### config.mk
export PLATFORM = sky130hd
export DESIGN_NAME = hf_mode_sequencer
export DESIGN_NICKNAME = d
export VERILOG_FILES = /design/src/rtl/hf_mode_sequencer.sv
export SDC_FILE = /design/constraint.sdc
export NUM_CORES = 1
export LEC_CHECK = 0
export CORE_ASPECT_RATIO = 0.7
export CORE_MARGIN = 3
export CORE_UTILIZATION = 40
export CTS_CLUSTER_DIAMETER = 40
export DETAILED_ROUTE_END_ITERATION = 7
export REMOVE_ABC_BUFFERS = 1
export SLEW_MARGIN = 20
export SYNTH_ARGS = -nofsm -noshare
export SYNTH_HDL_FRONTEND = slang
export SYNTH_SLANG_ARGS = --single-unit
### constraint.sdc
create_clock -name ck_1356meg -period 2.9 [get_ports ck_1356meg]
set_clock_uncertainty 0.15 [all_clocks]
set_input_delay 0.87 -clock ck_1356meg [delete_from_list [all_inputs] [get_ports ck_1356meg]]
set_output_delay 0.87 -clock ck_1356meg [all_outputs]
set_load 0.05 [all_outputs]
### src/rtl/hf_mode_sequencer.sv
// HF mode sequencer: decodes ARM SPI command frames and applies FPGA mode changes,
// quiescing the coil drivers around every major-mode switch.
module hf_mode_sequencer #(
  parameter int unsigned GUARD_CYCLES  = 16,
  parameter int unsigned SETTLE_CYCLES = 64,
  parameter int unsigned CNT_W         = 8
) (
  input  logic       ck_1356meg,
  input  logic       nreset,
  input  logic       spck,
  input  logic       mosi,
  input  logic       ncs,
  output logic [2:0] major_mode,
  output logic [4:0] minor_cfg,
  output logic       quiesce,
  output logic       mode_ready,
  output logic       busy,
  output logic       cmd_err
);

  typedef enum logic [1:0] {S_IDLE, S_QUIESCE, S_COMMIT, S_SETTLE} state_t;

  // COMMIT is the last quiesced cycle, so QUIESCE itself lasts GUARD_CYCLES-1 cycles
  localparam logic [CNT_W-1:0] GUARD_LAST  = CNT_W'(GUARD_CYCLES >= 2 ? GUARD_CYCLES - 2 : 0);
  localparam logic [CNT_W-1:0] SETTLE_LAST = CNT_W'(SETTLE_CYCLES - 1);

  logic spck_meta_q, spck_s_q, spck_prev_q;
  logic ncs_meta_q, ncs_s_q, ncs_prev_q;
  logic mosi_meta_q, mosi_s_q;

  logic [15:0]      shift_q, shift_d;
  logic [4:0]       bit_cnt_q, bit_cnt_d;
  state_t           state_q, state_d;
  logic [CNT_W-1:0] cnt_q, cnt_d;
  logic [2:0]       major_q, major_d;
  logic [4:0]       minor_q, minor_d;
  logic             quiesce_q, quiesce_d;
  logic             ready_q, ready_d;
  logic             err_q, err_d;
  logic             pend_q, pend_d;
  logic [7:0]       pend_req_q, pend_req_d;
  logic [7:0]       req_q, req_d;

  logic       spck_rise, ncs_rise, ncs_fall;
  logic       frame_bad, frame_req;
  logic       svc_valid;
  logic [7:0] svc_req;
  logic       sr_unused;

  assign spck_rise = spck_s_q & ~spck_prev_q;
  assign ncs_rise  = ncs_s_q & ~ncs_prev_q;
  assign ncs_fall  = ~ncs_s_q & ncs_prev_q;
  assign frame_bad = ncs_rise && (bit_cnt_q != 5'd16);
  assign frame_req = ncs_rise && (bit_cnt_q == 5'd16) && (shift_q[15:12] == 4'b0001);
  assign sr_unused = ^shift_q[11:8];

  always_comb begin
    shift_d   = shift_q;
    bit_cnt_d = bit_cnt_q;
    if (ncs_fall) bit_cnt_d = '0;
    if (spck_rise && !ncs_s_q) begin
      shift_d = {shift_q[14:0], mosi_s_q};
      if (bit_cnt_d != 5'd17) bit_cnt_d = bit_cnt_d + 5'd1;
    end
  end

  always_comb begin
    state_d    = state_q;
    cnt_d      = cnt_q;
    major_d    = major_q;
    minor_d    = minor_q;
    quiesce_d  = quiesce_q;
    ready_d    = ready_q;
    err_d      = frame_bad;
    pend_d     = pend_q;
    pend_req_d = pend_req_q;
    req_d      = req_q;
    svc_valid  = 1'b0;
    svc_req    = pend_req_q;
    case (state_q)
      S_IDLE: begin
        // a frame ending this cycle supersedes whatever is pending
        if (frame_req) begin
          svc_valid = 1'b1;
          svc_req   = shift_q[7:0];
        end else if (pend_q) begin
          svc_valid = 1'b1;
        end
        pend_d = 1'b0;
        if (svc_valid) begin
          if (svc_req[7:5] == major_q) begin
            minor_d = svc_req[4:0];
          end else begin
            req_d     = svc_req;
            quiesce_d = 1'b1;
            ready_d   = 1'b0;
            cnt_d     = '0;
            state_d   = (GUARD_CYCLES < 2) ? S_COMMIT : S_QUIESCE;
          end
        end
      end
      S_QUIESCE: begin
        cnt_d = cnt_q + CNT_W'(1);
        if (cnt_q == GUARD_LAST) state_d = S_COMMIT;
      end
      S_COMMIT: begin
        major_d   = req_q[7:5];
        minor_d   = req_q[4:0];
        quiesce_d = 1'b0;
        cnt_d     = '0;
        state_d   = S_SETTLE;
      end
      S_SETTLE: begin
        cnt_d = cnt_q + CNT_W'(1);
        if (cnt_q == SETTLE_LAST) begin
          ready_d = 1'b1;
          state_d = S_IDLE;
        end
      end
      default: state_d = S_IDLE;
    endcase
    if (state_q != S_IDLE && frame_req) begin
      pend_d     = 1'b1;
      pend_req_d = shift_q[7:0];
    end
  end

  always_ff @(posedge ck_1356meg or negedge nreset) begin
    if (!nreset) begin
      spck_meta_q <= 1'b0;
      spck_s_q    <= 1'b0;
      spck_prev_q <= 1'b0;
      ncs_meta_q  <= 1'b1;
      ncs_s_q     <= 1'b1;
      ncs_prev_q  <= 1'b1;
      mosi_meta_q <= 1'b0;
      mosi_s_q    <= 1'b0;
      shift_q     <= '0;
      bit_cnt_q   <= '0;
      state_q     <= S_IDLE;
      cnt_q       <= '0;
      major_q     <= 3'b111;
      minor_q     <= '0;
      quiesce_q   <= 1'b0;
      ready_q     <= 1'b1;
      err_q       <= 1'b0;
      pend_q      <= 1'b0;
      pend_req_q  <= '0;
      req_q       <= '0;
    end else begin
      spck_meta_q <= spck;
      spck_s_q    <= spck_meta_q;
      spck_prev_q <= spck_s_q;
      ncs_meta_q  <= ncs;
      ncs_s_q     <= ncs_meta_q;
      ncs_prev_q  <= ncs_s_q;
      mosi_meta_q <= mosi;
      mosi_s_q    <= mosi_meta_q;
      shift_q     <= shift_d;
      bit_cnt_q   <= bit_cnt_d;
      state_q     <= state_d;
      cnt_q       <= cnt_d;
      major_q     <= major_d;
      minor_q     <= minor_d;
      quiesce_q   <= quiesce_d;
      ready_q     <= ready_d;
      err_q       <= err_d;
      pend_q      <= pend_d;
      pend_req_q  <= pend_req_d;
      req_q       <= req_d;
    end
  end

  assign major_mode = major_q;
  assign minor_cfg  = minor_q;
  assign quiesce    = quiesce_q;
  assign mode_ready = ready_q;
  assign cmd_err    = err_q;
  assign busy       = (state_q != S_IDLE) | pend_q;

endmodule

==> flow_summary.toml, run 1 <==
[timing]
max_slew_margin_pct = 61.65
setup_viol = 0
rsz0062_at_grt = "false"
fmax_ghz = 0.3635
tightest_slew_ns = 0.5712
hold_violations = 0
setup_tns_ns = 0
setup_slack_ns = 0.1487
fin_crit_sh_pct = 94.87
drv_slew = 0
fin_crit_ns = 2.751
hold_slack_ns = 0.2017

[route]
vias_per_cell = 5.008
dr.pass1.iters = 4
num_vias = 1803
drtAntennaViolNets = 0
routed_wl_um = 5359
drc = 0
drtIter0Drc = 89
wl_per_cell_um = 14.89

[yosys]
synth_area_leaders = "dfrtp_1, mux2_2, dfstp_2"
synthTopCellsByCount = "dfrtp_1, mux2_2, ha_1, nor2_1, nor2b_1"
synth_top_cell_area_share_pct = 48.08
synth_cell_types = 46
synth-seq-cells = 67
avgSynthCellArea_um2 = 13.76
yosysSeqAreaShare_pct = 53.97
yosys.area.top_type = "dfrtp_1"
synth.most_common_cell = "dfrtp_1"
synth_ff_type = "dfrtp_1"
synthCells = 227
synth-async-reset-ratio_pct = 100.0
yosysWarnings = 0
syn_area_mm2 = 0.003123
synth_edf_count = 0

[cts]
clock_latency_ns = 0.35
post_cts.repair.setup_buffers = 0
cts_tree = "done"
numCtsBuffers = 9
cts_buffer_depth = 2
cts_max_level = 3
path_clk_slew_ns = 0.07
cts_sinks = 67
cts_root_buffer = "clkbuf_8"
cts_hold_buf = 0
cts_resized = 0

[worst_setup_path]
cp_top_family = "buffers and inverters"
worstSetupPathType = "reg2out"
worstSetupStartpointType = "register"
crit_path_end_kind = "primary output"
worst-path-buf-inv = 1
cp_slowest_cell = "clkdlybuf4s50_1"
cp_cell_sequence = "clkdlybuf4s50_1"
crit_path_max_incr_delay_ns = 0.81
crit_fanout = 3
crit_required_ns = 1.88
crit_arrival_ns = 1.73

[flow_run]
maxCapViolations = 0

[placement]
dpl_worst_slack_ns = 0.1537
port_buffers = 16
hpwlAfterDp_um = 3698
gp_congestion = 0.7249

[grt]
first_global_vias = 1835
grtUsageTotal_pct = 13.73
grt_pass1_wl_um = 9315
grt_antenna_before_repair = 0
grt_overflow = 0
grt_max_degree = 40

[pwr]
p_leak_nw = 1.730
design_power_total_mw = 2.009
powerDensity_mw_per_mm2 = 548.4
ir_drop_v = 0.0003690

[floorplan]
io_pins = 17
rows = 26
dieArea_mm2 = 0.008920
placeableCoreArea_mm2 = 0.007450
floorplan.initialDensity_pct = 41.92
die_y_um = 79.93
die_width_um = 111.6

[layout]
antenna_cells = 0
synthToLayoutAreaGrowth_pct = 17.31
drive_above_1_share_pct = 35.88
nets = 271

[outcome]
status = "complete, no violations"

[worst_hold_path]
holdCritPathClass = "reg2reg"
-- final cells by class --
class                      count  area, µm²
fill                         657       3786
sequential                    67       1685
multi-input combinational    149       1389
timing repair buffer          25      232.7
clock buffer                   9      123.9
tap                           98      122.6
clock inverter                 7      91.34
inverter                       5      18.77
-- sequential cells by signal, indices dropped and copies added (netlist names), 2 cells and up --
name / count
shift_q: 16
cnt_q: 8
pend_req_q: 8
req_q: 8
bit_cnt_q: 5
minor_cfg: 5
major_mode: 3
state_q: 2
-- path summary, 6_finish.rpt --
kind	from	slack [ns]	end	cells after the start
hold / removal	spck_meta_q	0.20	spck_s_q	0
setup / recovery	major_mode[2]	0.15	major_mode[2]	1
min in group asynchronous	nreset	0.24	cnt_q[0]	1
setup reg to reg	ncs_s_q	0.19	cnt_q[5]	8
max in group asynchronous	nreset	1.80	ncs_prev_q	2
hold reg to reg	spck_meta_q	0.20	spck_s_q	0
-- power breakdown --
part	internal, mW	total, mW	switching (mW)
combinational	0.0620	0.116	0.0539
sequential	1.00	1.05	0.0518
clock	0.482	0.841	0.359
total	1.54	2.01	0.464
-- metal layers --
| layer | global-route usage [%] | up-vias | routed length (µm) |
|---|---|---|---|
| met4 | 4.739 | 0 | 47 |
| met3 | 6.439 | 4 | 223 |
| met2 | 18.29 | 27 | 2217 |
| li1 | - | 875 | - |
| met5 | 0 | - | 0 |
| met1 | 19.36 | 897 | 2871 |
-- stage by stage --
stage | utilization, % | instances | instance area, µm²
6_report | 49.18 | 360 | 3664
3_3_place_gp | 46.29 | 344 | 3448
2_1_floorplan | - | 221 | 3088
3_5_place_dp | 46.29 | 344 | 3448
5_1_grt | 49.18 | 360 | 3664
4_1_cts | 49.18 | 360 | 3664
-- placed cells by master (no fill, tap or decap), types with 2 or more instances in the layout --
cell / synthesis / final
and3_1: 7 / 7
xor2_1: 2 / 2
nand2b_1: 3 / 3
nand2_1: 7 / 7
mux2i_1: 5 / 5
o21ai_0: 5 / 5
a22o_1: 8 / 8
mux2_2: 43 / 43
xnor2_1: 3 / 3
o2bb2ai_1: 5 / 5
nor2_1: 9 / 9
buf_4: 1 / 9
dfrtp_1: 60 / 60
clkbuf_8: 0 / 9
a21oi_1: 4 / 4
nor3b_2: 1 / 2
dfstp_2: 7 / 7
inv_1: 4 / 4
clkdlybuf4s50_1: 0 / 14
nor2b_1: 9 / 9
nand3_1: 3 / 3
clkinv_2: 0 / 3
mux2_4: 6 / 6
bufinv_16: 0 / 2
ha_1: 9 / 9
-- cells by family after synthesis --
kind of cell / share of synthesized area (%)
xor gates and xnor gates: 1.402
muxes: 20.35
buffers and inverters: 1.722
DFF: 53.97
adders and majority gates: 3.606
AOI/OAI and AO/OA: 8.975
and+or+nand+nor: 9.976
No activity file was read; power rests on OpenSTA's default activity.
==> run 2, diff against run 1 <==
--- a/config.mk
+++ b/config.mk
@@ -5,6 +5,7 @@
 export SDC_FILE = /design/constraint.sdc
 export NUM_CORES = 1
 export LEC_CHECK = 0
+export CAP_MARGIN = 25
 export CORE_ASPECT_RATIO = 0.7
 export CORE_MARGIN = 3
 export CORE_UTILIZATION = 40
==> results of run 2 <==
Final layout, timing and power as in run 1 (identical DEF).
==> run 3, diff against run 2 <==
--- a/config.mk
+++ b/config.mk
@@ -11,6 +11,7 @@
 export CORE_UTILIZATION = 40
 export CTS_CLUSTER_DIAMETER = 40
 export DETAILED_ROUTE_END_ITERATION = 7
+export GPL_ROUTABILITY_DRIVEN = 0
 export REMOVE_ABC_BUFFERS = 1
 export SLEW_MARGIN = 20
 export SYNTH_ARGS = -nofsm -noshare
==> results of run 3 <==
Final layout, timing and power as in run 1 (identical DEF).
